==> src/rtl/dff_pkg.sv <==
// Shared definitions for the dff_pipe pipeline register.
package dff_pkg;

   localparam int unsigned DFF_PIPE_DEPTH_DEFAULT = 2;
   localparam int unsigned DFF_PIPE_WIDTH_MAX     = 64;

   // State of one pipeline stage, sized for the widest supported word.
   typedef struct packed {
      logic                          valid;
      logic [DFF_PIPE_WIDTH_MAX-1:0] data;
   } dff_stage_t;

   // Ceiling log2, never below 1 so that a count of zero still has a port bit.
   function automatic int unsigned clog2(input int unsigned value);
      int unsigned bits;
      bits = 0;
      while ((32'd1 << bits) < value) bits++;
      return (bits == 0) ? 1 : bits;
   endfunction

endpackage

==> src/rtl/dff_pipe_stage.sv <==
// One pipeline stage: valid flag plus data word, loads from upstream when advanced.
module dff_pipe_stage #(
   parameter int unsigned      WIDTH       = 1,
   parameter logic [WIDTH-1:0] RESET_VALUE = {WIDTH{1'b0}}
) (
   input  logic             clk,
   input  logic             rst_n,
   input  logic             clr,
   input  logic             adv,
   input  logic             up_valid,
   input  logic [WIDTH-1:0] up_data,
   output logic             valid,
   output logic [WIDTH-1:0] data
);

   // Data only loads with a valid word so bubbles never disturb the held value.
   always_ff @(posedge clk or negedge rst_n) begin
      if (!rst_n) begin
         valid <= 1'b0;
         data  <= RESET_VALUE;
      end else if (clr) begin
         valid <= 1'b0;
      end else if (adv) begin
         valid <= up_valid;
         if (up_valid) begin
            data <= up_data;
         end
      end
   end

endmodule

==> src/rtl/dff_pipe.sv <==
// DEPTH-stage valid/ready pipeline register with bubble collapse.
// Optional synchronous flush port when DFF_PIPE_FLUSH_EN is defined.
module dff_pipe
   import dff_pkg::*;
#(
   parameter int unsigned      WIDTH       = 1,
   parameter int unsigned      DEPTH       = DFF_PIPE_DEPTH_DEFAULT,
   parameter logic [WIDTH-1:0] RESET_VALUE = {WIDTH{1'b0}}
) (
   input  logic                      clk,
   input  logic                      rst_n,
`ifdef DFF_PIPE_FLUSH_EN
   input  logic                      flush,
`endif
   input  logic                      in_valid,
   output logic                      in_ready,
   input  logic [WIDTH-1:0]          in_data,
   output logic                      out_valid,
   input  logic                      out_ready,
   output logic [WIDTH-1:0]          out_data,
   output logic [clog2(DEPTH+1)-1:0] occ
);

   localparam int unsigned OCC_W = clog2(DEPTH + 1);

   if (DEPTH == 0) begin : g_wire
      // No storage: straight wires in both directions.
      assign out_valid = in_valid;
      assign out_data  = in_data;
      assign in_ready  = out_ready;
      assign occ       = '0;
   end else begin : g_pipe
      logic             clr;
      logic [DEPTH-1:0] adv;
      logic [DEPTH:0]   vch;
      logic [WIDTH-1:0] dch [DEPTH+1];

`ifdef DFF_PIPE_FLUSH_EN
      assign clr = flush;
`else
      assign clr = 1'b0;
`endif

      assign vch[0] = in_valid;
      assign dch[0] = in_data;

      for (genvar i = 0; i < int'(DEPTH); i++) begin : g_stage
         // Unrolled ready chain: advance if any later stage is empty or the sink takes a word.
         assign adv[i] = out_ready | ~(&vch[DEPTH:i+1]);

         dff_pipe_stage #(
            .WIDTH       (WIDTH),
            .RESET_VALUE (RESET_VALUE)
         ) u_stage (
            .clk      (clk),
            .rst_n    (rst_n),
            .clr      (clr),
            .adv      (adv[i]),
            .up_valid (vch[i]),
            .up_data  (dch[i]),
            .valid    (vch[i+1]),
            .data     (dch[i+1])
         );
      end

      // Input is refused during reset and during a flush cycle.
      assign in_ready  = adv[0] & rst_n & ~clr;
      assign out_valid = vch[DEPTH];
      assign out_data  = dch[DEPTH];
      assign occ       = OCC_W'($countones(vch[DEPTH:1]));
   end

endmodule

==> config.mk <==
export PLATFORM = sky130hd
export DESIGN_NAME = dff_pipe
export DESIGN_NICKNAME = d
export VERILOG_FILES = /design/src/rtl/dff_pkg.sv /design/src/rtl/dff_pipe_stage.sv /design/src/rtl/dff_pipe.sv
export SDC_FILE = /design/constraint.sdc
export NUM_CORES = 1
export LEC_CHECK = 0
export BUFFER_PORTS_ARGS = -buffer_cell sky130_fd_sc_hd__clkbuf_2
export CAP_MARGIN = 20
export CORE_AREA = 2 2 39 41
export CTS_BUF_LIST = sky130_fd_sc_hd__clkbuf_16
export CTS_CLUSTER_DIAMETER = 60
export DETAILED_ROUTE_END_ITERATION = 16
export DIE_AREA = 0 0 41 43
export GPL_ROUTABILITY_DRIVEN = 0
export PLACE_DENSITY = 0.33
export SLEW_MARGIN = 30
export SYNTH_ARGS = -nofsm -noshare
export SYNTH_HDL_FRONTEND = slang
export SYNTH_SLANG_ARGS = --single-unit
==> constraint.sdc <==
create_clock -name clk -period 2.1 [get_ports clk]
set_input_delay 0 -clock clk [delete_from_list [all_inputs] [get_ports clk]]
set_output_delay 0 -clock clk [all_outputs]
set_load 0.1 [all_outputs]
==> metrics.yaml, run 1 <==
pwr:
  p_switching_mw: 0.210
  p_leak_nw: 0.175
  netSwitchingFraction_pct: 36.1
  p_int_mw: 0.371
  clkPwrFrac_pct: 52.4
  ir_worst_vdd_uv: 293
  p_comb_share_pct: 30.6
  pwr-share-seq_pct: 17.0
  power_density_nw_per_um2: 1690
logic_synthesis:
  synth_area_leaders: "dfrtp_1 (54%), mux2_4 (16%), ha_1 (6.7%)"
  synth_cells: 15
  avgSynthCellArea_um2: 12.4
  synth_compound_gate_area_share_pct: 2.68
  synthXorXnorAreaFrac_pct: 0
  synth.yosys.warnings: 0
  syn_area_um2: 186
  synth-main-ff-cell: "dfrtp_1"
  ys_ff_latch: 4
  synthTopCellsByCount: "dfrtp_1 (4), mux2_4 (2), nand2_1 (2)"
  yosys.area.top_type: "dfrtp_1"
  synth_mux_area_share_pct: 16.1
  yosysMostFrequentCell: "dfrtp_1"
  synth-seq-area-share_pct: 53.7
  synth_fa_ha_area_share_pct: 6.71
  synth_nets: 21
  yosys.area.top_type_share_pct: 53.7
  synth_edf_count: 0
  synth_top_family_by_area: "simple AND/OR/NAND/NOR gates"
  yosysUniqueCellTypes: 10
  synthSimpleGateAreaFrac_pct: 18.8
  synth-async-reset-ratio_pct: 100
cells_and_area:
  design_area_um2: 344
  antenna_cells: 0
  fin_nets: 36
  area_delta_synth_final_pct: 84.6
  nFillCells: 146
  drive_gt1_share_pct: 62.1
route:
  wl_met1_um: 128
  wl_per_cell_um: 8.33
  wl_met2_um: 196
  dr_total_vias: 151
  top_layer_used: "met4"
  drt-initial-drc-count: 2
  drc: 0
  detail_route.vias_per_cell: 3.36
  wirelength_um: 375
  dr_wl_met3_um: 26
  dr.pass1.iters: 2
  ant_nets: 0
cts:
  clk_pin_slew_ns: 0.03
  cts_buffers: 3
  clock_sink_count: 4
  cts_tree: "built"
  clockRootBuffer: "clkbuf_16"
  cts_max_path_buffers: 2
  clk_latency_ns: 0.23
  cts.repair.resized: 0
  htree_levels: 1
status:
  status: "finished, final reports clean"
critical_path:
  crit_arrival_ns: 1.48
  critPathLaunchType: "flop"
  end_kind: "primary output"
  reg2reg_slack_ns: 0.94
  cp.required_ns: 2.10
  critPathKind: "reg2out"
  rr_worst_depth: 4
  critPathMaxFanout: 3
floorplanning:
  coreArea_um2: 1380
  die_w_um: 41
  start_util_pct: 13.5
  die_area_um2: 1760
  die_y_um: 43
  io_pins: 10
  row_count: 14
min_path:
  hold-path-cell-count: 2
  hold_class: "in2reg"
global_route:
  grt_pass1_wl_um: 669
  grt_usage_pct: 6.66
  antenna_found_initial: 0
  grt_max_degree: 6
  overflow: 0
  grt_pass1_vias: 161
sta:
  finalSetupViolations: 0
  tightest_slew_ns: 0.543
  min_period_over_period_pct: 70.7
  max_freq_mhz: 674
  period_minus_slack_ns: 1.48
  rsz0062_at_grt: "no"
  slew_violations: 0
  slew_headroom_pct: 63.9
  tns_ns: 0
  finalHoldViolCount: 0
  skew_ns: 0.00219
placement:
  hpwl_um: 294
  dpl_cell_area_um2: 255
  portBuffers: 9
flow_run:
  maxCapViolCount: 0
==> flip-flops by register name, indices dropped and copies added (netlist names) <==
| name | flops |
|---|---|
| g_pipe.g_stage.u_stage.valid | 2 |
| g_pipe.g_stage.u_stage.data | 2 |
==> power groups by stage <==
stage / Clock, mW / Combinational (mW) / Sequential [mW]
global placement: 0 / 0.178 / 0.0996
detailed placement: 0 / 0.177 / 0.0999
finish: 0.304 / 0.178 / 0.0987
global route: 0.315 / 0.185 / 0.101
floorplan: 0 / 0.0976 / 0.161
CTS: 0.307 / 0.179 / 0.0991
==> metrics by stage <==
stage,cells,setup WS [ns],utilization [%],total power [mW],hold WS [ns]
finish,45,0.615,24.9,0.581,0.0111
global route,45,0.564,24.9,0.602,0.0196
CTS,45,0.608,24.9,0.586,0.0114
detailed placement,40,0.848,18.4,0.277,-0.187
global placement,40,0.860,18.4,0.277,-0.184
floorplan,15,0.112,-,0.258,-0.296
==> layout by cell type (no fill, tap or decap), drive strengths merged <==
cell type / Yosys / routed
o21ai: 1 / 1
dlygate4sd3: 0 / 1
clkbuf: 0 / 12
and2: 1 / 1
mux2: 2 / 2
nand2b: 2 / 2
inv: 1 / 2
nand2: 3 / 3
dfrtp: 4 / 4
ha: 1 / 1
==> worst max-delay path, stage by stage (launching register included) <==
cell and delay (ns):
dfrtp_2 0.40, ha_2 0.19, nand2b_2 0.08, and2_1 0.12, clkbuf_2 0.45
==> what timing repair did <==
item | in CTS | in global routing
setup buffers | 0 | 0
endpoints found under the hold margin | 4 | 0
hold buffers | 1 | 0
==> cell type report <==
class                           count  area, um^2  share of cell area (%)
Clock buffer                        3        75.1                    21.8
Tap cell                           16        20.0                    5.82
Multi-Input combinational cell     10        85.1                    24.7
Clock inverter                      1        3.75                    1.09
Inverter                            1        3.75                    1.09
Sequential cell                     4         101                    29.5
Timing Repair Buffer               10        55.1                    16.0
==> per-layer routing <==
| layer | vias up | track usage (%) |
|---|---|---|
| met5 | - | 0 |
| met3 | 3 | 3.66 |
| met2 | 7 | 7.81 |
| met4 | 0 | 10.0 |
| li1 | 76 | - |
| met1 | 65 | 6.21 |
==> path summary, 6_finish.rpt <==
kind / from / end
setup reg to reg: g_pipe.g_stage[1].u_stage.valid / g_pipe.g_stage[0].u_stage.data
min in group asynchronous: rst_n / g_pipe.g_stage[0].u_stage.valid
hold reg to reg: g_pipe.g_stage[1].u_stage.data / g_pipe.g_stage[1].u_stage.data
max in group asynchronous: rst_n / g_pipe.g_stage[1].u_stage.valid
setup / recovery: g_pipe.g_stage[1].u_stage.valid / in_ready
hold / removal: in_data / g_pipe.g_stage[0].u_stage.data
==> cells by family (layout without fill, tap and decap cells) <==
family | Yosys count | in the layout
AO/OA/AOI/OAI | 1 | 1
adder cells (fa/ha/maj) | 1 | 1
buffers and inverters | 1 | 15
flip-flops | 4 | 4
multiplexers | 2 | 2
AND/OR/NAND/NOR | 6 | 6
Note: power is estimated with default switching activity, not from simulation.
==> run 2, diff against run 1 <==
==> constraint.sdc (replaced) <==
create_clock -name clk -period 1.5 [get_ports clk]
set_input_delay 0 -clock clk [delete_from_list [all_inputs] [get_ports clk]]
set_output_delay 0 -clock clk [all_outputs]
set_load 0.1 [all_outputs]
==> metrics.yaml, run 2 (synthesis gave the netlist of run 1 again) <==
pwr:
  p_int_mw: 0.558  # +50%
  power_mw: 0.864  # +49%
  netSwitchingFraction_pct: 35.4  # -0.77 points
  pwr-share-seq_pct: 16.7  # -0.3 points
  p_leak_nw: 0.193  # +10%
  p_comb_share_pct: 33.8  # +3.2 points
  p_switching_mw: 0.305  # +45%
  power_density_nw_per_um2: 2200  # +30%
  clkPwrFrac_pct: 49.5  # -2.9 points
  ir_worst_vdd_uv: 646  # +120%
route:
  drt-initial-drc-count: 1  # -1
  detail_route.vias_per_cell: 3.51  # +4.6%
  wl_per_cell_um: 9.71  # +17%
  wirelength_um: 437  # +17%
  dr_total_vias: 158  # +4.6%
  dr.pass1.iters: 2  # unchanged
  ant_nets: 0  # unchanged
  drc: 0  # unchanged
critical_path:
  critPathLaunchType: "flop"
  crit_path_max_incr_delay_ns: 0.48  # +0.03 ns
  critPathMaxFanout: 3  # unchanged
  crit_arrival_ns: 1.28  # -0.20 ns
  cp.required_ns: 1.50  # -0.60 ns
  r2r-start: "g_pipe.g_stage[1].u_stage.valid"
  critPathKind: "reg2out"
  worstReg2RegEnd: "g_pipe.g_stage[0].u_stage.data"
  reg2reg_slack_ns: 0.31  # -0.63 ns
  path_cells: "ha_4, nand2b_4, and2_2, buf_12"
  rr_worst_depth: 4  # unchanged
  end_kind: "primary output"
  cp_slowest_cell: "dfrtp_4"
cts:
  clk_latency_ns: 0.23  # about the same
  htree_levels: 1  # unchanged
  cts_buffers: 3  # unchanged
  cts_tree: "built"
  postCtsSetupRepairBufs: 0  # unchanged
  cts_max_path_buffers: 2  # unchanged
  clockRootBuffer: "clkbuf_16"
  cts.repair.resized: 0  # unchanged
  clk_pin_slew_ns: 0.03  # about the same
  clock_sink_count: 4  # unchanged
sta:
  period_minus_slack_ns: 1.28
  finalHoldViolCount: 0  # unchanged
  tns_ns: 0  # unchanged
  max_freq_mhz: 778
  skew_ns: 0.00153  # -0.000667 ns
  tightest_slew_ns: 0.544  # +0.000449 ns
  rsz0062_at_grt: "no"
  slew_violations: 0  # unchanged
  finalSetupViolations: 0  # unchanged
  min_period_over_period_pct: 85.6
  slew_headroom_pct: 63.9  # about the same
floorplanning:
  row_count: 14  # unchanged
  start_util_pct: 13.5  # unchanged
  die_w_um: 41  # unchanged
  coreArea_um2: 1380  # unchanged
  io_pins: 10  # unchanged
  die_y_um: 43  # unchanged
  die_area_um2: 1760  # unchanged
cells_and_area:
  largestRegisters: "g_pipe.g_stage.u_stage.data: 2 flops, g_pipe.g_stage.u_stage.valid: 2 flops"
  fin_nets: 36  # unchanged
  layout_commonest_cell: "clkbuf_2"
  design_area_um2: 393  # +14%
  drive_gt1_share_pct: 65.5  # +3.4 points
  final_cell_mix: "clkbuf_2 (7), clkbuf_16 (3), dfrtp_1 (3)"
  antenna_cells: 0  # unchanged
  area_delta_synth_final_pct: 111
min_path:
  hold-path-cell-count: 2  # unchanged
  whs_endpoint: "g_pipe.g_stage[0].u_stage.data"
  hold_class: "in2reg"
  worstHoldStart: "in_data"
global_route:
  grt_pass1_vias: 177  # +9.9%
  overflow: 0  # unchanged
  grt_max_degree: 6  # unchanged
  antenna_found_initial: 0  # unchanged
  grt_usage_pct: 7.16  # +0.50 points
  grt_pass1_wl_um: 724  # +8.2%
flow_run:
  maxCapViolCount: 0  # unchanged
placement:
  dpl_cell_area_um2: 304  # +19%
  hpwl_um: 314  # +6.9%
  portBuffers: 9  # unchanged
status:
  status: "finished, final reports clean"
-- run 2: timing repair --
action / in CTS / in global routing
hold buffers: 1 / 0
hold endpoints to repair: 4 / 0
setup endpoints to repair: 0 / 0
-- run 2: area by class of cell --
cell class                      count  area (um^2)
Clock buffer                        3         75.1
Timing Repair Buffer               10         85.1
Fill cell                         148          991
Sequential cell                     4          104
Inverter                            1         3.75
Multi-Input combinational cell     10          101
Clock inverter                      1         3.75
Tap cell                           16         20.0
-- run 2: worst max path at each step --
stage	from	endpoint	slack, ns	depth (start not counted)
after global placement	g_pipe.g_stage[1].u_stage.valid	g_pipe.g_stage[0].u_stage.data	0.32	4
after detailed placement	g_pipe.g_stage[1].u_stage.valid	g_pipe.g_stage[0].u_stage.data	0.32	4
after floorplan	g_pipe.g_stage[1].u_stage.valid	g_pipe.g_stage[0].u_stage.data	-0.07	4
final	g_pipe.g_stage[1].u_stage.valid	in_ready	0.22	4
after global routing	g_pipe.g_stage[1].u_stage.valid	in_ready	0.17	4
after CTS	g_pipe.g_stage[1].u_stage.valid	in_ready	0.21	4
-- run 2: layer usage --
metal  track usage, %  up-vias  wire length [um]
li1                 -       75                 -
met3             4.71        3                48
met4             10.0        0                21
met5                0        -                 0
met1             8.14       69               200
met2             6.88       11               166
-- run 2: through the flow --
stage,std cells,utilization (%),setup WS (ns),hold slack [ns]
floorplan,15,-,-0.0675,-0.296
finish,45,28.4,0.215,0.0127
detailed placement,40,22.0,0.316,-0.177
global placement,40,22.0,0.316,-0.182
CTS,45,28.4,0.207,0.00919
global route,45,28.4,0.169,0.0263
-- run 2: worst max-delay path: cells and delay by family, from the launching register on --
kind | cells | cell delay [ns]
adders and majority gates | 1 | 0.17
and+or+nand+nor | 2 | 0.23
buffers and inverters | 1 | 0.17
DFF | 1 | 0.48
-- run 2: power by group through the flow --
stage / logic, mW / registers, mW / clock network (mW)
after floorplan: 0.153 / 0.229 / 0
after CTS: 0.295 / 0.144 / 0.436
after global routing: 0.303 / 0.146 / 0.445
after detailed placement: 0.292 / 0.144 / 0
after global placement: 0.292 / 0.144 / 0
final: 0.292 / 0.144 / 0.428
==> run 3, diff against run 2 <==
--- a/config.mk
+++ b/config.mk
@@ -13,6 +13,8 @@
 export DETAILED_ROUTE_END_ITERATION = 16
 export DIE_AREA = 0 0 41 43
 export GPL_ROUTABILITY_DRIVEN = 0
+export GPL_TIMING_DRIVEN = 0
+export HOLD_SLACK_MARGIN = 0.03
 export PLACE_DENSITY = 0.33
 export SLEW_MARGIN = 30
 export SYNTH_ARGS = -nofsm -noshare
==> constraint.sdc (replaced) <==
create_clock -name clk -period 1.5 [get_ports clk]
set_input_delay 0.3 -clock clk [delete_from_list [all_inputs] [get_ports clk]]
set_output_delay 0.3 -clock clk [all_outputs]
set_load 0.1 [all_outputs]
==> metrics.yaml, run 3 (synthesis gave the netlist of run 1 again) <==
status:
  status: "complete, but fails checks"
  violations: "negative setup slack"
floorplanning:
  start_util_pct: 13.5  # unchanged
  coreArea_um2: 1380  # unchanged
  row_count: 14  # unchanged
  die_w_um: 41  # unchanged
  die_area_um2: 1760  # unchanged
  io_pins: 10  # unchanged
  die_y_um: 43  # unchanged
placement:
  portBuffers: 9  # unchanged
  hpwl_um: 296  # -5.7%
  dp.cells: 40  # unchanged
  pre_cts_slack_ns: -0.0991  # -0.415 ns
cts:
  cts_tree: "built"
  cts_max_path_buffers: 2  # unchanged
  htree_levels: 1  # unchanged
  clk_latency_ns: 0.22  # about the same
  clk_pin_slew_ns: 0.03  # about the same
  cts_buffers: 3  # unchanged
  clock_sink_count: 4  # unchanged
  clockRootBuffer: "clkbuf_16"
pwr:
  clkPwrFrac_pct: 48.6  # -0.9 points
  p_switching_mw: 0.306  # about the same
  p_leak_nw: 0.210  # +8.9%
  p_int_mw: 0.573  # +2.7%
  netSwitchingFraction_pct: 34.8  # -0.60 points
  ir_worst_vdd_uv: 1190  # +84%
  pwr-share-seq_pct: 16.2  # -0.5 points
  power_mw: 0.879  # +1.8%
  p_comb_share_pct: 35.2  # +1.4 points
  power_density_nw_per_um2: 2070  # -5.7%
sta:
  finalHoldViolCount: 0  # unchanged
  finalSetupViolations: 1  # +1
  tns_ns: -0.0731  # -0.0731 ns
  min_period_over_period_pct: 105  # +19 points
  slew_headroom_pct: 64.2  # +0.32 points
  max_freq_mhz: 636  # -18%
  slew_violations: 0  # unchanged
  skew_ns: 0.00199  # +0.000459 ns
  tightest_slew_ns: 0.539  # -0.00482 ns
  period_minus_slack_ns: 1.57  # +0.289 ns
  rsz0062_at_grt: "yes"
  layout_setup_ws_ns: -0.0731  # -0.289 ns
  hold_slack_ns: 0.311  # +0.299 ns
global_route:
  grt_pass1_vias: 171  # -3.4%
  grt_max_degree: 5  # -1
  antenna_found_initial: 0  # unchanged
  overflow: 0  # unchanged
  grt_usage_pct: 7.37  # +0.21 points
  grt_pass1_wl_um: 745  # +2.9%
route:
  dr_total_vias: 162  # +2.5%
  wl_per_cell_um: 9.79  # +0.78%
  ant_nets: 0  # unchanged
  drc: 0  # unchanged
  detail_route.vias_per_cell: 3.45  # -1.8%
  wirelength_um: 460  # +5.3%
  drt-initial-drc-count: 1  # unchanged
  dr.pass1.iters: 2  # unchanged
cells_and_area:
  antenna_cells: 0  # unchanged
  layout.cells.non_filler: 47  # +4.4%
  largestRegisters: "g_pipe.g_stage.u_stage.data: 2 flops, g_pipe.g_stage.u_stage.valid: 2 flops"
  area_delta_synth_final_pct: 128
  fin_nets: 38  # +5.6%
  final_cell_mix: "clkbuf_16 (5), clkbuf_2 (5), dfrtp_1 (3)"
  seqCellArea_um2: 104  # unchanged
  nFillCells: 143  # -3.4%
  multi_input_area_um2: 103  # +1.2%
  drive_gt1_share_pct: 67.7  # +2.2 points
flow_run:
  maxCapViolCount: 0  # unchanged
critical_path:
  critPathLaunchType: "flop"
  end_kind: "primary output"
  critPathMaxFanout: 3  # unchanged
  path_cells: "ha_4, nand2b_4, and2_4, clkbuf_16"
  cp_slowest_cell: "dfrtp_4"
  crit_path_max_incr_delay_ns: 0.48  # about the same
  cp.required_ns: 1.20  # -0.30 ns
  crit_arrival_ns: 1.27  # about the same
  critPathKind: "reg2out"
min_path:
  hold_class: "in2reg"
==> run 3: cell count changes in the layout (fill, tap and decap cells not counted) <==
cell and delta:
buf_12 -2, buf_4 +2, and2_2 -1, clkbuf_2 -2
clkbuf_4 +2, clkbuf_16 +2, and2_4 +1
==> run 3: repair_timing <==
| item | CTS | global route |
|---|---|---|
| pin swaps | 0 | 1 |
| endpoints found under the hold margin | 4 | 0 |
| endpoints found under the setup margin | 3 | 1 |
| resized for setup | 8 | 0 |
| buffers inserted | 1 | 1 |
| hold buffers | 1 | 0 |
==> run 3: final cells by class <==
| cell class | count | share of cell area [%] |
|---|---|---|
| repair buffers | 12 | 27.1 |
| flip-flops and latches | 4 | 24.5 |
| multi-input cells | 10 | 24.2 |
| clock buffers | 3 | 17.7 |
| well taps | 16 | 4.72 |
| clock inverters | 1 | 0.885 |
| inverters | 1 | 0.885 |
==> run 3: power groups by stage <==
| stage | sequential, mW | combinational, mW | clock [mW] |
|---|---|---|---|
| floorplan | 0.229 | 0.154 | 0 |
| global placement | 0.144 | 0.257 | 0 |
| detailed placement | 0.145 | 0.258 | 0 |
| CTS | 0.143 | 0.308 | 0.432 |
| global route | 0.146 | 0.322 | 0.444 |
| finish | 0.142 | 0.309 | 0.427 |
==> run 3: routing by layer <==
layer  vias up  global-route usage (%)  wire length [um]
met2         8                    7.50               194
li1         79                       -                 -
met4         0                    8.00                 6
met1        73                    8.82               218
met5         -                       0                 0
met3         2                    5.24                40
==> run 3: worst max-delay path, delay by kind of cell, from the launching register on <==
family | cells | cell delay [ns]
flops | 1 | 0.48
simple gates | 2 | 0.21
buf+inv | 1 | 0.19
fa+ha+maj | 1 | 0.18
==> run 3: final timing paths <==
path | from | to | slack, ns | cells after the start
max in group asynchronous | rst_n | g_pipe.g_stage[1].u_stage.valid | 0.85 | 2
hold / removal | in_data | g_pipe.g_stage[0].u_stage.data | 0.31 | 2
setup / recovery | g_pipe.g_stage[1].u_stage.valid | in_ready | -0.07 | 4
setup reg to reg | g_pipe.g_stage[1].u_stage.valid | g_pipe.g_stage[0].u_stage.data | 0.21 | 5
hold reg to reg | g_pipe.g_stage[0].u_stage.data | g_pipe.g_stage[1].u_stage.data | 0.50 | 1
min in group asynchronous | rst_n | g_pipe.g_stage[1].u_stage.data | 0.46 | 2
==> run 3: metrics by stage <==
step	area (um^2)	util (%)
after floorplan	210	-
after global placement	275	19.9
after detailed placement	275	19.9
after CTS	417	30.1
after global routing	424	30.7
final	424	30.7
